## src/rtl/fibo_ctrl.sv

```systemverilog
// fibo_ctrl: Fibonacci sequencer driving an external fnselect ALU.
//
// Computes F(n) mod 2^WIDTH by issuing one ALU operation per cycle and
// latching the ALU result into the A/B/T/cnt working registers.
//
// Ports:
//   clk     rising-edge clock
//   rst_n   asynchronous active-low reset
//   start   request, sampled only in IDLE
//   n       Fibonacci index, captured when start is accepted
//   alu_fn  ALU function select (000 x, 001 y, 010 one, 011 x-1, 100 x+y)
//   alu_x   ALU operand x
//   alu_y   ALU operand y
//   alu_z   combinational ALU result
//   busy    high while computing (not IDLE, not DONE)
//   done    one-cycle pulse when result is valid
//   result  F(n) mod 2^WIDTH, held until the next DONE
//   ovf     sticky wrap flag, cleared when start is accepted
module fibo_ctrl #(
    parameter int unsigned WIDTH = 10,
    parameter int unsigned FN_W  = 3
) (
    input  logic             clk,
    input  logic             rst_n,
    input  logic             start,
    input  logic [WIDTH-1:0] n,
    output logic [FN_W-1:0]  alu_fn,
    output logic [WIDTH-1:0] alu_x,
    output logic [WIDTH-1:0] alu_y,
    input  logic [WIDTH-1:0] alu_z,
    output logic             busy,
    output logic             done,
    output logic [WIDTH-1:0] result,
    output logic             ovf
);

    localparam logic [3:0] ST_IDLE  = 4'd0;
    localparam logic [3:0] ST_LOAD  = 4'd1;
    localparam logic [3:0] ST_INITB = 4'd2;
    localparam logic [3:0] ST_INITA = 4'd3;
    localparam logic [3:0] ST_CHECK = 4'd4;
    localparam logic [3:0] ST_ADD   = 4'd5;
    localparam logic [3:0] ST_SHIFT = 4'd6;
    localparam logic [3:0] ST_MOVE  = 4'd7;
    localparam logic [3:0] ST_DEC   = 4'd8;
    localparam logic [3:0] ST_DONE  = 4'd9;

    localparam logic [FN_W-1:0] FN_PASS_X = FN_W'(0);
    localparam logic [FN_W-1:0] FN_PASS_Y = FN_W'(1);
    localparam logic [FN_W-1:0] FN_ONE    = FN_W'(2);
    localparam logic [FN_W-1:0] FN_DEC    = FN_W'(3);
    localparam logic [FN_W-1:0] FN_ADD    = FN_W'(4);

    logic [3:0]       state_q, state_d;
    logic [WIDTH-1:0] a_q, a_d;
    logic [WIDTH-1:0] b_q, b_d;
    logic [WIDTH-1:0] t_q, t_d;
    logic [WIDTH-1:0] cnt_q, cnt_d;
    logic [WIDTH-1:0] n_q, n_d;
    logic [WIDTH-1:0] result_q, result_d;
    logic             ovf_q, ovf_d;

    // ALU command decode: purely a function of the current state.
    always_comb begin
        alu_fn = FN_PASS_X;
        alu_x  = '0;
        alu_y  = '0;
        case (state_q)
            ST_LOAD:  alu_x = n_q;
            ST_INITB: alu_fn = FN_ONE;
            ST_INITA: begin
                alu_fn = FN_DEC;
                alu_x  = b_q;
            end
            ST_CHECK: alu_x = cnt_q;
            ST_ADD: begin
                alu_fn = FN_ADD;
                alu_x  = a_q;
                alu_y  = b_q;
            end
            ST_SHIFT: begin
                alu_fn = FN_PASS_Y;
                alu_y  = b_q;
            end
            ST_MOVE:  alu_x = t_q;
            ST_DEC: begin
                alu_fn = FN_DEC;
                alu_x  = cnt_q;
            end
            default: ;
        endcase
    end

    // Next-state and register loads; each load captures alu_z on leaving the state.
    always_comb begin
        state_d  = state_q;
        a_d      = a_q;
        b_d      = b_q;
        t_d      = t_q;
        cnt_d    = cnt_q;
        n_d      = n_q;
        result_d = result_q;
        ovf_d    = ovf_q;
        case (state_q)
            ST_IDLE: begin
                if (start) begin
                    n_d     = n;
                    ovf_d   = 1'b0;
                    state_d = ST_LOAD;
                end
            end
            ST_LOAD: begin
                cnt_d   = alu_z;
                state_d = ST_INITB;
            end
            ST_INITB: begin
                b_d     = alu_z;
                state_d = ST_INITA;
            end
            ST_INITA: begin
                a_d     = alu_z;
                state_d = ST_CHECK;
            end
            ST_CHECK: begin
                if (cnt_q == '0) begin
                    result_d = a_q;
                    state_d  = ST_DONE;
                end else begin
                    state_d = ST_ADD;
                end
            end
            ST_ADD: begin
                t_d = alu_z;
                // A sum smaller than one addend means the addition wrapped.
                if (alu_z < a_q) begin
                    ovf_d = 1'b1;
                end
                state_d = ST_SHIFT;
            end
            ST_SHIFT: begin
                a_d     = alu_z;
                state_d = ST_MOVE;
            end
            ST_MOVE: begin
                b_d     = alu_z;
                state_d = ST_DEC;
            end
            ST_DEC: begin
                cnt_d   = alu_z;
                state_d = ST_CHECK;
            end
            ST_DONE:  state_d = ST_IDLE;
            default:  state_d = ST_IDLE;
        endcase
    end

    always_ff @(posedge clk or negedge rst_n) begin
        if (!rst_n) begin
            state_q  <= ST_IDLE;
            a_q      <= '0;
            b_q      <= '0;
            t_q      <= '0;
            cnt_q    <= '0;
            n_q      <= '0;
            result_q <= '0;
            ovf_q    <= 1'b0;
        end else begin
            state_q  <= state_d;
            a_q      <= a_d;
            b_q      <= b_d;
            t_q      <= t_d;
            cnt_q    <= cnt_d;
            n_q      <= n_d;
            result_q <= result_d;
            ovf_q    <= ovf_d;
        end
    end

    assign busy   = (state_q != ST_IDLE) && (state_q != ST_DONE);
    assign done   = (state_q == ST_DONE);
    assign result = result_q;
    assign ovf    = ovf_q;

endmodule

```

## config.mk

```make
export PLATFORM = sky130hd
export DESIGN_NAME = fibo_ctrl
export DESIGN_NICKNAME = d
export VERILOG_FILES = /design/src/rtl/fibo_ctrl.sv
export SDC_FILE = /design/constraint.sdc
export NUM_CORES = 1
export LEC_CHECK = 0
export BUFFER_PORTS_ARGS = -buffer_cell sky130_fd_sc_hd__buf_2
export CORE_AREA = 5 5 98 100
export CTS_CLUSTER_DIAMETER = 40
export CTS_CLUSTER_SIZE = 40
export DETAILED_ROUTE_END_ITERATION = 6
export DIE_AREA = 0 0 103 105
export HOLD_SLACK_MARGIN = 0.02
export PLACE_DENSITY = 0.55
export REMOVE_ABC_BUFFERS = 1
export SLEW_MARGIN = 20
export SYNTH_ARGS = -nofsm -noshare
export SYNTH_HDL_FRONTEND = slang
export SYNTH_SLANG_ARGS = --single-unit
export TNS_END_PERCENT = 1
```

## constraint.sdc

```tcl
create_clock -name clk -period 3.6 [get_ports clk]
set_input_delay 0.72 -clock clk [delete_from_list [all_inputs] [get_ports clk]]
set_output_delay 0.72 -clock clk [all_outputs]
set_load 0.02 [all_outputs]
```

==> impl_metrics.csv <==
group,metric,value,unit
finish,drive_gt1_share,34.7,%
placement,port_buffers,58,
sta,setup_viol,0,
critical_path,slowest_stage,"dfrtp_1",
critical_path,cp_slowest_stage_delay,530,ps
die,die_h,105,um
finish,areaGrowthSynthToFinish,19.0,%
sta,drv_slew,0,
pwr,fin_total_pwr,3.53,mW
critical_path,path_cells,"nand4bb_1 > buf_4 > inv_1 > a22oi_1 > nand3_1 > buf_2",
logic_synthesis,synth_ff_type,"dfrtp_1",
logic_synthesis,yosysSeqAreaShare,51.2,%
status,status,"complete, no violations",
pwr,p_int,2.12,mW
pwr,seqPwrFrac,37.6,%
pwr,netSwitchingPower,1.41,mW
logic_synthesis,yosysTopAreaCellShare,51.2,%
die,die_w,103,um
clocking,cts_tree,"done",
critical_path,critical_path_peak_fanout,21,
clocking,hold_buffers,0,
logic_synthesis,async_flop_share,100,%
pwr,p_per_area,935,nW/um^2
die,die-area,10800,sq um
detailed_routing,drt_iter0_markers,79,
critical_path,crit_buf_inv,3,
sta,max_freq,330,MHz
pwr,p_leak,1.84,nW
pwr,power_frac_comb,42.8,%
sta,skew,8.31,ps
sta,tns,0,ps
finish,final_nets,379,
global_route,grt_first_pass_wirelength,12300,um
sta,fin_crit_sh,84.3,%
sta,hold_viol_final,0,
sta,slew_headroom,27.2,%
die,initial_utilization,36.9,%
logic_synthesis,ys_ff_latch,65,
finish,instances_no_fill,460,
detailed_routing,detail_route.wl_per_cell,16.0,um
global_route,antenna_found_initial,0,
logic_synthesis,avgSynthCellArea,11.0,sq um
critical_path,end_kind,"output pin",
global_route,grt_max_degree,48,
placement,dp.cells,444,
detailed_routing,viasPerCell,5.03,
detailed_routing,drt.antenna.violating_nets,0,
clocking,cts_buffers,9,
clocking,postCtsSetupRepairBufs,0,
sta,worst_pin_slew,1090,ps
detailed_routing,totalWireLength,7370,um
logic_synthesis,syn_area,3170,sq um
logic_synthesis,synth-edff-count,0,
clocking,clock-sinks,65,
pwr,clockPowerShare,19.6,%
sta,rsz0062_at_grt,"false",
die,design.portCount,59,
clocking,cts_buffer_depth,2,
critical_path,critPathKind,"register to output pin",
finish,antennaDiodeCount,0,
die,rows,34,
pwr,vdd_ir_drop_max,393,uV
global_route,grt_use_total,14.6,%
pwr,switching_share,39.9,%
critical_path,cp.required,2880,ps
global_route,gr-total-overflow,0,
detailed_routing,drc,0,
job,maxCapViolations,0,
logic_synthesis,yosysWarnings,0,
clocking,cts-resized-gates,0,
critical_path,worst_ep_arrival_time,2310,ps
hold_path,hp-class,"primary input to asynchronous set/reset pin",
clocking,clock-root-buffer,"clkbuf_8",
placement,dp.final_hpwl,5630,um
detailed_routing,vias,2315,
placement,gp_congestion,0.881,
logic_synthesis,synth_cells,288,
global_route,grt_pass1_vias,2300,
clocking,clkLatencyLatePin,340,ps
clocking,ctsHtreeMaxLevel,3,
critical_path,start_kind,"register",
logic_synthesis,synth_top_area_cell,"dfrtp_1",
critical_path,cp_top_family,"buffers and inverters",
detailed_routing,dr.pass1.iters,4,
sta,period_minus_slack,3030,ps
logic_synthesis,synth.distinct_cells,33,
critical_path,r2r-start,"state_q[2]",
logic_synthesis,synth_area_leaders,"dfrtp_1, mux2_2, nand2_1",
clocking,clk_pin_slew,70,ps
die,core_area,8590,sq um
critical_path,startpoint,"state_q[3]",
cells in the final DEF (no fill, tap or decap), types with 2 or more instances in the layout:
master and n:
and2_1 12, o21ai_0 12, nor3_1 2, nor3_2 3
buf_4 3, nand2_1 52, o21a_1 3, nor4_1 2
buf_2 58, xnor2_1 3, mux2_4 9, bufinv_16 2
a22oi_1 20, nor2_1 7, inv_1 10, a211o_1 2
nand4_1 2, nand2b_1 7, nand3_1 11, ha_1 9
clkbuf_8 10, dfrtp_1 65, a21oi_1 3, mux2_2 32
clkbuf_1 2
metrics by stage:
stage | instance area [sq um] | util (%) | setup WS [ps] | hold WS (ps)
after floorplan | 3110 | - | 1030 | 424
after global placement | 3560 | 41.4 | 900 | 459
after detailed placement | 3560 | 41.4 | 929 | 463
after CTS | 3780 | 44.0 | 546 | 301
after global routing | 3780 | 44.0 | 364 | 327
final | 3780 | 44.0 | 565 | 314
per-layer routing:
metal	track usage (%)	routed length (um)
met1	20.7	3500
met2	22.0	3450
met4	4.16	91
met5	0	0
met3	3.80	322
cell usage after synthesis, types with 2 or more instances:
cell type	number
nand4_1	2
clkbuf_1	6
ha_1	9
a21oi_1	3
o21a_1	3
inv_1	10
dfrtp_1	65
nor2_1	7
buf_2	5
nor4_1	2
nor3_1	2
mux2_2	32
a22oi_1	20
nand3_1	11
xnor2_1	3
nor3_2	3
and2_1	12
o21ai_0	12
a211o_1	2
nand2_1	52
nand2b_1	7
mux2_4	9
worst paths after layout:
check	endpoint	slack, ps	cells past startpoint
hold / removal	n_q[6]	310	1
setup / recovery	alu_x[0]	570	6
setup reg to reg	b_q[8]	1400	3
max in group asynchronous	result[8]	2330	2
hold reg to reg	t_q[3]	480	2
min in group clk	t_q[3]	480	2
logic make-up (layout without fill, tap and decap cells):
group	Yosys count	count (layout)	synth area share, %
AO/OA/AOI/OAI	43	43	9.18
XOR/XNOR	3	3	0.828
adder cells (fa/ha/maj)	9	9	3.55
buffers and inverters	23	87	3.27
flip-flops	65	65	51.2
multiplexers	41	41	15.6
AND/OR/NAND/NOR	104	104	16.3
power groups by stage:
stage	sequential (mW)	clock [mW]	combinational, mW
6_report	1.33	0.692	1.51
5_1_grt	1.38	0.746	1.68
4_1_cts	1.33	0.715	1.54
3_5_place_dp	1.34	0	1.53
3_3_place_gp	1.35	0	1.50
2_1_floorplan	1.26	0	1.09
final cells by class:
type | instances | area (sq um)
multi-input combinational | 200 | 1440
tap | 108 | 135
sequential | 65 | 1630
fill | 854 | 4820
clock inverter | 4 | 76.3
inverter | 10 | 37.5
clock buffer | 12 | 145
timing repair buffer | 61 | 313
state kept, by name, indices dropped and copies added, names as in the netlist:
name	flops
result	10
b_q	10
n_q	10
t_q	10
state_q	4
cnt_q	10
ovf	1
a_q	10
Note: power is estimated with default switching activity, not from simulation.
